### src/rtl/mem_arbiter.sv
// Shares the exmem port between the CPU and a read-only video scanner, and decodes
// I/O space. Each access runs a fixed IDLE -> ISSUE -> ACK sequence with registered strobes.
module mem_arbiter #(
   parameter int unsigned ADDR_W     = 16,
   parameter int unsigned DATA_W     = 16,
   parameter logic [1:0]  IO_PREFIX  = 2'b11,
   parameter int unsigned VID_STARVE = 4
) (
   input  logic              clk,
   input  logic              rst,
   input  logic              cpu_req,
   input  logic              cpu_we,
   input  logic [ADDR_W-1:0] cpu_adr,
   input  logic [DATA_W-1:0] cpu_wdata,
   output logic              cpu_ack,
   output logic [DATA_W-1:0] cpu_rdata,
   input  logic              vid_req,
   input  logic [ADDR_W-1:0] vid_adr,
   output logic              vid_ack,
   output logic [DATA_W-1:0] vid_rdata,
   output logic              mem_en,
   output logic              mem_read,
   output logic              mem_write,
   output logic [ADDR_W-1:0] mem_adr,
   output logic [DATA_W-1:0] mem_wdata,
   input  logic [DATA_W-1:0] mem_rdata,
   output logic              io_sel,
   output logic              io_we,
   input  logic [DATA_W-1:0] io_rdata
);

   localparam int unsigned WAIT_W = (VID_STARVE < 1) ? 1 : $clog2(VID_STARVE + 1);
   localparam logic [WAIT_W-1:0] STARVE_W = WAIT_W'(VID_STARVE);

   typedef enum logic [1:0] {S_IDLE, S_ISSUE, S_ACK} state_t;

   state_t            state_q;
   logic              owner_q;
   logic              we_q;
   logic [WAIT_W-1:0] vid_wait_q, vid_wait_d;
   logic              cpu_ack_q, vid_ack_q;
   logic [DATA_W-1:0] cpu_rdata_q, vid_rdata_q;
   logic              mem_en_q, mem_read_q, mem_write_q;
   logic [ADDR_W-1:0] mem_adr_q;
   logic [DATA_W-1:0] mem_wdata_q;
   logic              io_sel_q, io_we_q;

   logic cpu_io, vid_io, gnt_cpu, gnt_vid;

   always_comb begin
      cpu_io  = (cpu_adr[ADDR_W-1 -: 2] == IO_PREFIX);
      vid_io  = (vid_adr[ADDR_W-1 -: 2] == IO_PREFIX);
      gnt_vid = (state_q == S_IDLE) && vid_req && (!cpu_req || (vid_wait_q == STARVE_W));
      gnt_cpu = (state_q == S_IDLE) && cpu_req && !gnt_vid;
      vid_wait_d = vid_wait_q;
      if (gnt_vid)
         vid_wait_d = '0;
      else if (gnt_cpu && vid_req && (vid_wait_q != STARVE_W))
         vid_wait_d = vid_wait_q + WAIT_W'(1);
   end

   always_ff @(posedge clk or negedge rst) begin
      if (!rst) begin
         state_q     <= S_IDLE;
         owner_q     <= 1'b0;
         we_q        <= 1'b0;
         vid_wait_q  <= '0;
         cpu_ack_q   <= 1'b0;
         vid_ack_q   <= 1'b0;
         cpu_rdata_q <= '0;
         vid_rdata_q <= '0;
         mem_en_q    <= 1'b0;
         mem_read_q  <= 1'b0;
         mem_write_q <= 1'b0;
         mem_adr_q   <= '0;
         mem_wdata_q <= '0;
         io_sel_q    <= 1'b0;
         io_we_q     <= 1'b0;
      end else begin
         vid_wait_q <= vid_wait_d;
         unique case (state_q)
            S_IDLE: begin
               if (gnt_vid) begin
                  state_q     <= S_ISSUE;
                  owner_q     <= 1'b1;
                  we_q        <= 1'b0;
                  mem_adr_q   <= vid_adr;
                  mem_wdata_q <= '0;
                  mem_en_q    <= !vid_io;
                  mem_read_q  <= !vid_io;
               end else if (gnt_cpu) begin
                  state_q     <= S_ISSUE;
                  owner_q     <= 1'b0;
                  we_q        <= cpu_we;
                  mem_adr_q   <= cpu_adr;
                  mem_wdata_q <= cpu_wdata;
                  mem_en_q    <= !cpu_io;
                  mem_read_q  <= !cpu_io && !cpu_we;
                  mem_write_q <= !cpu_io && cpu_we;
                  io_sel_q    <= cpu_io;
                  io_we_q     <= cpu_io && cpu_we;
               end
            end
            S_ISSUE: begin
               state_q     <= S_ACK;
               mem_en_q    <= 1'b0;
               mem_read_q  <= 1'b0;
               mem_write_q <= 1'b0;
               mem_adr_q   <= '0;
               mem_wdata_q <= '0;
               io_sel_q    <= 1'b0;
               io_we_q     <= 1'b0;
               // A video access with mem_en low was an I/O-space address: it returns zero.
               if (owner_q) begin
                  vid_ack_q   <= 1'b1;
                  vid_rdata_q <= mem_en_q ? mem_rdata : '0;
               end else begin
                  cpu_ack_q <= 1'b1;
                  if (!we_q)
                     cpu_rdata_q <= io_sel_q ? io_rdata : mem_rdata;
               end
            end
            S_ACK: begin
               state_q   <= S_IDLE;
               cpu_ack_q <= 1'b0;
               vid_ack_q <= 1'b0;
            end
            default: state_q <= S_IDLE;
         endcase
      end
   end

   assign cpu_ack   = cpu_ack_q;
   assign cpu_rdata = cpu_rdata_q;
   assign vid_ack   = vid_ack_q;
   assign vid_rdata = vid_rdata_q;
   assign mem_en    = mem_en_q;
   assign mem_read  = mem_read_q;
   assign mem_write = mem_write_q;
   assign mem_adr   = mem_adr_q;
   assign mem_wdata = mem_wdata_q;
   assign io_sel    = io_sel_q;
   assign io_we     = io_we_q;

endmodule
### config.mk
export PLATFORM = sky130hd
export DESIGN_NAME = mem_arbiter
export DESIGN_NICKNAME = d
export VERILOG_FILES = /design/src/rtl/mem_arbiter.sv
export SDC_FILE = /design/constraint.sdc
export NUM_CORES = 1
export LEC_CHECK = 0
export CAP_MARGIN = 20
export CORE_AREA = 2 2 91 93
export DETAILED_ROUTE_END_ITERATION = 16
export DIE_AREA = 0 0 93 95
export PLACE_DENSITY = 0.83
export SETUP_SLACK_MARGIN = 0.2
export SLEW_MARGIN = 20
export SYNTH_ARGS = -nofsm -noshare
export SYNTH_HDL_FRONTEND = slang
export SYNTH_SLANG_ARGS = --single-unit
### constraint.sdc
create_clock -name clk -period 5 [get_ports clk]
set_input_delay 0.5 -clock clk [delete_from_list [all_inputs] [get_ports clk]]
set_output_delay 0.5 -clock clk [all_outputs]
set_load 0.01 [all_outputs]
==> results.json <==
{
  "grt_start_max_net_pins": 79,
  "synth.lib_cells_used.distinct": 36,
  "nets": 530,
  "postSynth.topFlopCell": "sky130_fd_sc_hd__dfrtp_1",
  "cts_tree": "yes",
  "synth_area_leader_cell": "sky130_fd_sc_hd__dfrtp_1",
  "setup_violations": 0,
  "post-route-drc-count": 0,
  "synthesis_to_layout_area_growth_pct": 53.6,
  "fin_util_pct": 65.2,
  "netlist_area_sq_mm": 0.00336,
  "clock_sinks": 78,
  "seqCellArea_sq_mm": 0.00195,
  "async_flop_share_pct": 100,
  "vias": 2842,
  "die_area_sq_mm": 0.00884,
  "timing.hold.ws_ns": 0.306,
  "antenna_cell_count": 0,
  "initial_core_util_pct": 42.4,
  "final_period_minus_worst_setup_slack_ns": 2.54,
  "critical_path.startpoint_type": "register",
  "worst_hold_path_type": "input pin to async pin",
  "power.combinational.fraction_pct": 43.5,
  "die_h_um": 95,
  "synth.yosys.seq_area_share_pct": 58.0,
  "filler_cell_count": 633,
  "netlist_top_cells_count": "sky130_fd_sc_hd__dfrtp_1, sky130_fd_sc_hd__nand2_1, sky130_fd_sc_hd__o21ai_0",
  "row_count": 33,
  "first_global_vias": 2928,
  "setup-tns-final_ns": 0,
  "detail_route.wirelength_um": 8820,
  "timing.fmax_mhz": 393,
  "drt_pass1_iterations": 4,
  "max-clock-path-buffers": 2,
  "antenna_found_initial": 0,
  "crit_cells": 1,
  "postSynthAreaPerCell_sq_um": 11.2,
  "pin_count": 156,
  "synth_warnings": 0,
  "arrival_ns": 2.04,
  "power.total_w": 0.00299,
  "worstSetupEndpointType": "output port",
  "power.ir.vdd_worst_v": 0.000272,
  "netSwitchingPower_w": 0.00103,
  "finalWeightedCongestion": 0.751,
  "timing.slew.headroom_pct": 33.3,
  "finalWorstSetupSlack_ns": 2.46,
  "dpl_worst_slack_ns": 2.38,
  "number_of_port_buffers": 155,
  "core_area_sq_mm": 0.00793,
  "cellLeakagePower_nw": 2.13,
  "wl_per_cell_um": 15.9,
  "hpwlAfterDp_um": 6330,
  "critical_path.top_delay_family": "flip-flops",
  "postCtsSetupRepairBufs": 0,
  "path_class": "register to output port",
  "cell_internal_pwr_w": 0.00196,
  "p_sw_share_pct": 34.4,
  "numCtsBuffers": 9,
  "period_share_pct": 50.9,
  "clockRootBuffer": "sky130_fd_sc_hd__clkbuf_8",
  "drt_iter0_markers": 108,
  "clock_power_share_pct": 18.0,
  "grt_util_all_layers_pct": 20.3,
  "worstPathMaxFanout": 19,
  "tightest_slew_ns": 1.00,
  "share_of_post_route_cells_with_drive_strength_above_1_pct": 5.13,
  "source_to_sink_clock_delay_at_the_later_pin_of_the_worst_skew_pair_ns": 0.34,
  "final_max_slew_viol_count": 0,
  "path_buf_inv": 1,
  "cap_violations": 0,
  "grt_setup_unrepaired": "no",
  "clock_skew_ns": 0.00918,
  "global_route.overflow_total": 0,
  "nets_in_the_synthesized_netlist": 388,
  "timing.critical_path.slowest_cell_delay_ns": 1.00,
  "critical_path.cell_chain": "clkdlybuf4s50_1",
  "cts_resized": 0,
  "multi_input_comb_area_sq_mm": 0.00126,
  "synth_top_area_share_pct": 58.0,
  "regToRegSetupSlack_ns": 2.98,
  "drt.antenna.violating_nets": 0,
  "cp_data_required_time_ns": 4.50,
  "number_of_enable_type_register_cells_in_the_synthesized_netlist": 0,
  "status": "finished clean",
  "yosys-top-cells-area": "sky130_fd_sc_hd__dfrtp_1, sky130_fd_sc_hd__a221o_1, sky130_fd_sc_hd__a22o_1, sky130_fd_sc_hd__mux2i_1, sky130_fd_sc_hd__nand2_1",
  "cts-hold-fix-buffers": 0,
  "grt_pass1_wl_um": 13800,
  "avgViaCountPerCell": 5.14,
  "pwr_dens_mw_per_mm2": 579,
  "hold_viol": 0,
  "yosys_register_bits": 78,
  "ff2ff_path_depth": 5,
  "syn_inst": 301,
  "clkTransAtPathRegs_ns": 0.08,
  "cts-htree-levels": 3,
  "worst_path_max_delay_cell": "sky130_fd_sc_hd__dfrtp_1",
  "post-synth-top-count-cell": "sky130_fd_sc_hd__dfrtp_1",
  "die_w_um": 93,
  "seqPwrFrac_pct": 38.5
}
[kinds of logic after synthesis]
logic type,share of synthesized area [%]
flip-flops,58.0
multiplexers,5.09
AND/OR/NAND/NOR,13.2
buffers and inverters,4.83
AO/OA/AOI/OAI,18.1
adder cells (fa/ha/maj),0.744
[worst paths after layout]
check | from | endpoint
worst max-delay path | io_sel$_DFFE_PN0P_ | io_sel
worst min-delay path | rst | cpu_rdata[10]$_DFFE_PN0P_
worst max register to register | vid_wait_q[0]$_DFFE_PN0P_ | mem_read$_DFFE_PN0P_
worst min register to register | vid_rdata[6]$_DFFE_PN0P_ | vid_rdata[6]$_DFFE_PN0P_
max in group asynchronous | rst | mem_adr[7]$_DFFE_PN0P_
min in group clk | vid_rdata[6]$_DFFE_PN0P_ | vid_rdata[6]$_DFFE_PN0P_
[cell type report]
type / instances / share of cell area, %
Timing Repair Buffer: 156 / 30.1
Sequential cell: 78 / 37.8
Clock buffer: 13 / 3.27
Inverter: 9 / 0.654
Clock inverter: 3 / 1.26
Multi-Input combinational cell: 189 / 24.4
Tap cell: 105 / 2.54
[flip-flops by register name, summed over array words and instances, names as in the netlist]
name        flops
cpu_rdata      16
mem_adr        16
mem_wdata      16
vid_rdata      16
vid_wait_q      3
state_q         2
cpu_ack         1
io_sel          1
io_we           1
mem_en          1
mem_read        1
mem_write       1
owner_q         1
vid_ack         1
we_q            1
[power by group through the flow]
| stage | sequential [W] | combinational, W | clock, W |
|---|---|---|---|
| 3_3_place_gp | 0.00115 | 0.00127 | 0 |
| 2_1_floorplan | 0.00118 | 0.000588 | 0 |
| 6_report | 0.00115 | 0.00130 | 0.000540 |
| 5_1_grt | 0.00120 | 0.00142 | 0.000577 |
| 3_5_place_dp | 0.00116 | 0.00132 | 0 |
| 4_1_cts | 0.00115 | 0.00132 | 0.000552 |
[layer usage]
metal	GRT usage (%)	vias up	share of wire, %
met5	0	-	0
met4	7.84	0	1.6
met3	6.23	12	8.8
met2	34.7	124	48
met1	24.0	1338	41
li1	-	1368	-
[layout by cell type (no fill, tap or decap), drive strengths merged, types with 3 or more instances in the layout]
cell,count
mux2i,16
nor2,19
o21ai,21
clkdlybuf4s50,154
nor3b,16
clkbuf,13
inv,9
nor2b,3
a21oi,16
a221o,17
nand2,36
o311ai,3
dfrtp,78
a22o,19
[metrics by stage]
stage,instances,cell area (sq um)
after global routing,553,5170
final,553,5170
after detailed placement,537,4930
after global placement,537,4930
after floorplan,301,3360
after CTS,553,5170
Note: power is estimated with default switching activity, not from simulation.
